==> config.mk <==
export PLATFORM = sky130hd
export DESIGN_NAME = systolic_array
export DESIGN_NICKNAME = d
export VERILOG_FILES = /design/src/rtl/systolic_array_pkg.sv /design/src/rtl/systolic_array_pe.sv /design/src/rtl/systolic_array.sv
export SDC_FILE = /design/constraint.sdc
export NUM_CORES = 2
export LEC_CHECK = 0
export ABC_AREA = 1
export BUFFER_PORTS_ARGS = -buffer_cell sky130_fd_sc_hd__buf_4
export CORE_MARGIN = 2
export CORE_UTILIZATION = 65
export CTS_CLUSTER_DIAMETER = 30
export DETAILED_ROUTE_END_ITERATION = 16
export PLACE_DENSITY_LB_ADDON = 0.05
export SYNTH_ARGS = -nofsm -noshare
export SYNTH_HDL_FRONTEND = slang
export SYNTH_HIERARCHICAL = 1
export SYNTH_SLANG_ARGS = --single-unit
==> constraint.sdc <==
create_clock -name clk -period 19.4 [get_ports clk]
set_input_delay 2.91 -clock clk [delete_from_list [all_inputs] [get_ports clk]]
set_output_delay 2.91 -clock clk [all_outputs]
set_load 0.01 [all_outputs]
==> src/rtl/systolic_array_pkg.sv <==
// systolic_array shared definitions:
// default geometry and lane-slice helpers for packed buses.
package systolic_array_pkg;

   localparam int N_DEF      = 4;
   localparam int DATA_W_DEF = 8;
   localparam int ACC_W_DEF  = 32;

   function automatic logic [DATA_W_DEF-1:0] data_lane(
      input logic [N_DEF*DATA_W_DEF-1:0] bus,
      input int                          i
   );
      return bus[i*DATA_W_DEF +: DATA_W_DEF];
   endfunction

   function automatic logic [ACC_W_DEF-1:0] acc_lane(
      input logic [N_DEF*ACC_W_DEF-1:0] bus,
      input int                         i
   );
      return bus[i*ACC_W_DEF +: ACC_W_DEF];
   endfunction

endpackage

==> src/rtl/systolic_array_pe.sv <==
// systolic_pe: one weight-stationary cell.
// Holds act/en/w/psum and performs the signed multiply-add.
module systolic_pe
   import systolic_array_pkg::*;
#(
   parameter int DATA_W = DATA_W_DEF,
   parameter int ACC_W  = ACC_W_DEF
) (
   input  logic              clk,
   input  logic              rst,
   input  logic [DATA_W-1:0] i_act,
   input  logic              i_en,
   input  logic [DATA_W-1:0] i_w,
   input  logic              i_wfetch,
   input  logic [ACC_W-1:0]  i_psum,
   output logic [DATA_W-1:0] o_act,
   output logic              o_en,
   output logic [DATA_W-1:0] o_w,
   output logic [ACC_W-1:0]  o_psum
);

   logic [DATA_W-1:0]          r_act;
   logic                       r_en;
   logic [DATA_W-1:0]          r_w;
   logic [ACC_W-1:0]           r_psum;
   logic signed [DATA_W-1:0]   w_a;
   logic signed [DATA_W-1:0]   w_b;
   logic signed [2*DATA_W-1:0] w_prod;
   logic [ACC_W-1:0]           w_term;

   assign w_a    = i_act;
   assign w_b    = r_w;
   assign w_prod = w_a * w_b;

   // Sign-extend the product; a disabled row contributes zero
   always_comb begin
      w_term = '0;
      if (i_en)
         w_term = {{(ACC_W-2*DATA_W){w_prod[2*DATA_W-1]}}, w_prod};
   end

   // Shift activation/valid right, accumulate downward, shift weights on fetch
   always_ff @(posedge clk) begin
      if (rst) begin
         r_act  <= '0;
         r_en   <= 1'b0;
         r_w    <= '0;
         r_psum <= '0;
      end else begin
         r_act  <= i_act;
         r_en   <= i_en;
         r_psum <= i_psum + w_term;
         if (i_wfetch)
            r_w <= i_w;
      end
   end

   assign o_act  = r_act;
   assign o_en   = r_en;
   assign o_w    = r_w;
   assign o_psum = r_psum;

endmodule

==> src/rtl/systolic_array.sv <==
// systolic_array: N x N weight-stationary MAC grid.
// Activations flow right, weights shift down, partial sums flow down.
module systolic_array
   import systolic_array_pkg::*;
#(
   parameter int N      = N_DEF,
   parameter int DATA_W = DATA_W_DEF,
   parameter int ACC_W  = ACC_W_DEF
) (
   input  logic                clk,
   input  logic                rst,
   input  logic [N-1:0]        if_en,
   input  logic [N*DATA_W-1:0] if_data,
   input  logic [N-1:0]        wfetch,
   input  logic [N*DATA_W-1:0] wdata,
   input  logic [N*ACC_W-1:0]  bias,
   output logic [N*ACC_W-1:0]  of_data,
   output logic [N*DATA_W-1:0] if_data_out,
   output logic [N-1:0]        if_en_out,
   output logic [N-1:0]        wfetch_out,
   output logic [N*DATA_W-1:0] wdata_out
);

   logic [DATA_W-1:0] w_act  [N][N+1];
   logic              w_en   [N][N+1];
   logic [DATA_W-1:0] w_wt   [N+1][N];
   logic [ACC_W-1:0]  w_psum [N+1][N];

   assign wfetch_out = wfetch;

   for (genvar r = 0; r < N; r++) begin : g_row
      assign w_act[r][0] = if_data[r*DATA_W +: DATA_W];
      assign w_en[r][0]  = if_en[r];
      assign if_data_out[r*DATA_W +: DATA_W] = w_act[r][N];
      assign if_en_out[r] = w_en[r][N];
   end

   for (genvar c = 0; c < N; c++) begin : g_col
      assign w_wt[0][c]   = wdata[c*DATA_W +: DATA_W];
      assign w_psum[0][c] = bias[c*ACC_W +: ACC_W];
      assign of_data[c*ACC_W +: ACC_W]     = w_psum[N][c];
      assign wdata_out[c*DATA_W +: DATA_W] = w_wt[N][c];
   end

   for (genvar r = 0; r < N; r++) begin : g_pe_r
      for (genvar c = 0; c < N; c++) begin : g_pe_c
         systolic_pe #(
            .DATA_W (DATA_W),
            .ACC_W  (ACC_W)
         ) u_pe (
            .clk      (clk),
            .rst      (rst),
            .i_act    (w_act[r][c]),
            .i_en     (w_en[r][c]),
            .i_w      (w_wt[r][c]),
            .i_wfetch (wfetch[c]),
            .i_psum   (w_psum[r][c]),
            .o_act    (w_act[r][c+1]),
            .o_en     (w_en[r][c+1]),
            .o_w      (w_wt[r+1][c]),
            .o_psum   (w_psum[r+1][c])
         );
      end
   end

endmodule

# Word-level counts from Yosys, hierarchy flattened
# Cells that the tools add are included.
# W data, S select, Z words.
[word_totals] reg_bits=784 output_inout_bits=200
[op_classes] n_addsub=16 mux=16 n_mul=16
[op_table] operator="$add A32 B32 Y32" count=16
[op_table] operator="$mux W32" count=16
[op_table] operator="$mul A8 B8 Y16" count=16

# Depth between registers and ports, before layout
[depth] ltp_word=3 mapped_depth=36 mapped_depth_nobuf=35

# Hierarchy
# Netlist, hierarchy kept.
[by_module_without_submodules] mod="systolic_pe (g_pe_r[2].g_pe_c[2].u_pe ...)" seq_area_each_um2=980.9 area_each_um2=5828.1 cells_each=840 instances=6
[by_module_without_submodules] mod="systolic_pe (g_pe_r[0].g_pe_c[1].u_pe ...)" seq_area_each_um2=980.9 area_each_um2=6004.5 cells_each=895 instances=5
[by_module_without_submodules] mod="systolic_pe (g_pe_r[1].g_pe_c[2].u_pe ...)" seq_area_each_um2=980.9 area_each_um2=5916.9 cells_each=861 instances=3
[by_module_without_submodules] mod="systolic_pe (g_pe_r[0].g_pe_c[0].u_pe)" seq_area_each_um2=980.9 area_each_um2=6038.3 cells_each=906 instances=1
[by_module_without_submodules] mod="systolic_pe (g_pe_r[2].g_pe_c[1].u_pe)" seq_area_each_um2=980.9 area_each_um2=5909.4 cells_each=858 instances=1
[by_module_without_submodules] mod="systolic_array" seq_area_each_um2=0.0 area_each_um2=60.1 cells_each=8 instances=1

# Worst setup path after synthesis
# Ideal clock, no wire load.
[synth_path] path_kind="in2reg" startpoint="input if_data[7]" endpoint="register g_pe_r[0].g_pe_c[0].u_pe.r_psum[31]" path_stages=31 arrival_time_ns=8.092 setup_slack_ns=11.193 setup_ns=0.115 required_time_ns=19.285 path_cell_list="clkbuf_1 nand2_1 inv_1 fa_1 inv_1 fa_1 inv_1 fa_1 inv_1 fa_1 inv_1 ha_1 nand2_1 nor2_1 nand3_1 inv_1 nor2_1 nand2_1 nand3_1 inv_1 ha_1 a21oi_1 nand2_1 nand2_1 nand2_1 a21oi_1 nand2_1 inv_1 nand2_1 a21oi_1 nor2_1"
[synth_between] elab_chain_len=3
[synth_rtl] item="from (decl)" line="systolic_array.sv:13" rtl="input logic [N*DATA_W-1:0] if_data,"
[synth_rtl] item="$mul A8 B8 Y16" line="systolic_array_pe.sv:33" rtl="assign w_prod = w_a * w_b;"
[synth_rtl] item="$mux W32" line="systolic_array_pe.sv:38" rtl="if (i_en)"
[synth_rtl] item="$add A32 B32 Y32" line="systolic_array_pe.sv:52" rtl="r_psum <= i_psum + w_term;"
[synth_rtl] item="to (signal assigned)" line="systolic_array_pe.sv:52"
[synth_rtl] item="to (decl)" line="systolic_array_pe.sv:25" rtl="logic [ACC_W-1:0] r_psum;"
# No other way between the ends.
# A chain may end at the register's enable or synchronous reset.

# Worst setup path in the final report
# Same ends and word-level chain as after synthesis.

==> metrics.yaml <==
run_status:
  status: "finished, final reports clean"
die:
  rows: 140
  core_mm2: 0.145
  die_area_mm2: 0.149
  initial_core_util_pct: 65.2
  die_y_um: 386
  ios: 402
  die_w_um: 386
timing:
  maxSlewViolCount: 0
  fmax_ghz: 0.124
  setup_viol_count_final: 0
  hold_viol: 0
  fin_crit_ps: 8090
  final.setup.worst_slack_ps: 11310
  tightestPinTransition_ps: 1150
  holdWs_ps: 544
  rsz0062_at_grt: "no"
  fin_crit_sh_pct: 41.7
  totalNegativeSetupSlack_ps: 0
  skew_ps: 70.5
  slew_headroom_pct: 23.5
global_routing:
  grt_overflow: 0
  grt_most_used_layer: "met2"
  antenna_found_initial: 23
  met3_usage_pct: 7.98
  use_met2_pct: 62.8
  use_met1_pct: 49.7
  grt_pass1_wl_um: 463000
  grt_max_degree: 80
  grt_pass1_vias: 90943
  grt_use_total_pct: 38.8
pwr:
  p_int_mw: 4.77
  sequentialPowerShare_pct: 25.8
  clkPwrFrac_pct: 39.2
  p_sw_share_pct: 39.5
  power_density_mw_per_mm2: 75.0
  leakage_nw: 59.0
  vdd_ir_drop_max_mv: 0.0879
  total_power_mw: 7.88
  p_comb_share_pct: 35.0
  p_switching_mw: 3.11
critical_path:
  r2r-start: "g_pe_r[3].g_pe_c[2].u_pe/o_w[2]"
  worstSetupPathType: "input pin to flop"
  cp_max_fo: 16
  cp_slowest_cell: "fa_1"
  max_stage_delay_ps: 600
  endpoint_kind: "flop"
  cp_top_family: "adder cells"
  crit_arrival_ps: 8830
  r2r_end: "g_pe_r[3].g_pe_c[2].u_pe/o_psum[26]"
  rrSetupSlack_ps: 12340
  ff2ff_path_depth: 28
  crit_required_ps: 20140
  critPathBufInv: 9
  worstSetupStartpointType: "input pin"
detailed_routing:
  vias: 91442
  detail-route-antenna-nets: 0
  drcViolationCount: 0
  drtPass1Iterations: 6
  wl_per_cell_um: 17.9
  drt_iter0_drc: 8074
  viasPerCell: 5.65
  routed_wl_um: 290000
logic_synthesis:
  synthArstFlopShare_pct: 0
  synth-edff-count: 0
  ys_ff_latch: 784
  synth_top_area_cell: "fa_1"
  synth.avg_cell_area_um2: 6.83
  ys_warn_count: 6
  synth_area_mm2: 0.0947
  synth_cell_types: 54
  yosysMostFrequentCell: "inv_1"
  syn-num-nets: 15928
  synth.top_cell.area_share_pct: 18.9
  synthFlopType: "dfxtp_1"
  synthTopCellsByArea: "fa_1, dfxtp_1, ha_1, inv_1, nand2_1"
  ys_seq_area_share_pct: 16.6
  synthTopCellsByCount: "inv_1, nand2_1, nor2_1"
  postSynthCellCount: 13870
clocking:
  cts_buffers: 170
  clk_latency_ps: 850
  cts_sinks: 784
  cts-resized-gates: 0
  clockBufferDepth: 3
  htreeDepth: 4
  cts_tree: "built"
  ctsHoldBuffers: 0
  cts-root-buf: "clkbuf_16"
  cts_setup_buffers: 0
  clkTransAtPathRegs_ps: 50
worst_hold_path:
  min-delay-start: "g_pe_r[2].g_pe_c[0].u_pe/o_act[5]"
  hold_class: "flop to flop"
  min_to: "g_pe_r[2].g_pe_c[1].u_pe/o_act[5]"
  holdPathStages: 2
finish:
  final_cell_area_mm2: 0.105
  drive_above_1_share_pct: 8.28
  fin_cells: 16178
  finalNetCount: 16166
  final_util_pct: 72.4
  fillCellCount: 11636
  syn_to_final_growth_pct: 10.9
placement:
  dpl_cell_area_mm2: 0.0988
  placed_cells: 15853
  gp_congestion: 0.999
  dp_slack_ps: 10440
  dpl.hpwl_um: 233000
  port_buffers: 401
flow_run:
  maxCapViolations: 0
## cell families after synthesis
logic type	synth area share (%)
buf+inv	14.2
xor+xnor	0.277
simple gates	22.9
flops	16.6
fa+ha+maj	31.6
compound gates	14.5
## power groups by stage
stage	Combinational (mW)	Clock [mW]	Sequential, mW
5_1_grt	3.11	3.20	2.04
2_1_floorplan	1.98	0	1.93
3_5_place_dp	2.68	0	2.05
4_1_cts	2.71	3.12	2.02
3_3_place_gp	2.61	0	2.05
6_report	2.76	3.09	2.04
## metal layers
| layer | part of all wire [%] | vias up |
|---|---|---|
| met2 | 45 | 4106 |
| li1 | - | 43417 |
| met1 | 41 | 43009 |
| met5 | 0.078 | - |
| met4 | 5.0 | 36 |
| met3 | 9.3 | 874 |
## worst register-to-register path, delay by kind of cell (launching register included)
family / cells / cell delay (ps)
fa+ha+maj: 6 / 3040
simple gates: 14 / 1800
buf+inv: 5 / 760
flops: 1 / 720
compound gates: 3 / 610
## sequential cells by signal, summed over array words and instances (netlist names)
name                       count
g_pe_r.g_pe_c.u_pe/o_en       16
g_pe_r.g_pe_c.u_pe/o_act     128
g_pe_r.g_pe_c.u_pe/o_w       128
g_pe_r.g_pe_c.u_pe/o_psum    512
## layout make-up
type | count | area (um2) | share of cell area (%)
Antenna cell | 7 | 17.5 | 0.0167
Clock inverter | 122 | 1720 | 1.64
Clock buffer | 196 | 4500 | 4.29
Multi-Input combinational cell | 9537 | 65600 | 62.5
Timing Repair Buffer | 406 | 3060 | 2.91
Sequential cell | 784 | 15700 | 14.9
Tap cell | 1917 | 2400 | 2.28
Inverter | 3209 | 12000 | 11.5
## worst max path at each step
stage,start,endpoint,cells after the start
finish,if_data[7],g_pe_r[0].g_pe_c[0].u_pe/o_psum[31],31
global route,if_data[7],g_pe_r[0].g_pe_c[0].u_pe/o_psum[31],31
CTS,if_data[7],g_pe_r[0].g_pe_c[0].u_pe/o_psum[31],31
detailed placement,if_data[7],g_pe_r[0].g_pe_c[0].u_pe/o_psum[31],31
global placement,if_data[7],g_pe_r[0].g_pe_c[0].u_pe/o_psum[31],31
floorplan,if_data[7],g_pe_r[0].g_pe_c[0].u_pe/o_psum[31],31
## layout by cell type (no fill, tap or decap), types with 26 or more instances in the layout
master        n
dfxtp_1     784
nor2_2       82
inv_6        30
nor3_2       29
o21a_1      107
nor3_1       52
a31oi_1      26
a21oi_2      38
nand2_2     157
fa_1        896
buf_4       405
a21oi_1    1212
a21boi_0     27
inv_1      3134
nand4_1      86
o21bai_1     83
nor2_1     1417
a21o_1       86
nand2_1    2741
nand3_2      26
o21ai_0     686
o21ai_1     142
nand3_1     480
clkbuf_16   171
inv_2        53
ha_1        960
Power figures use the tool's default switching activity.
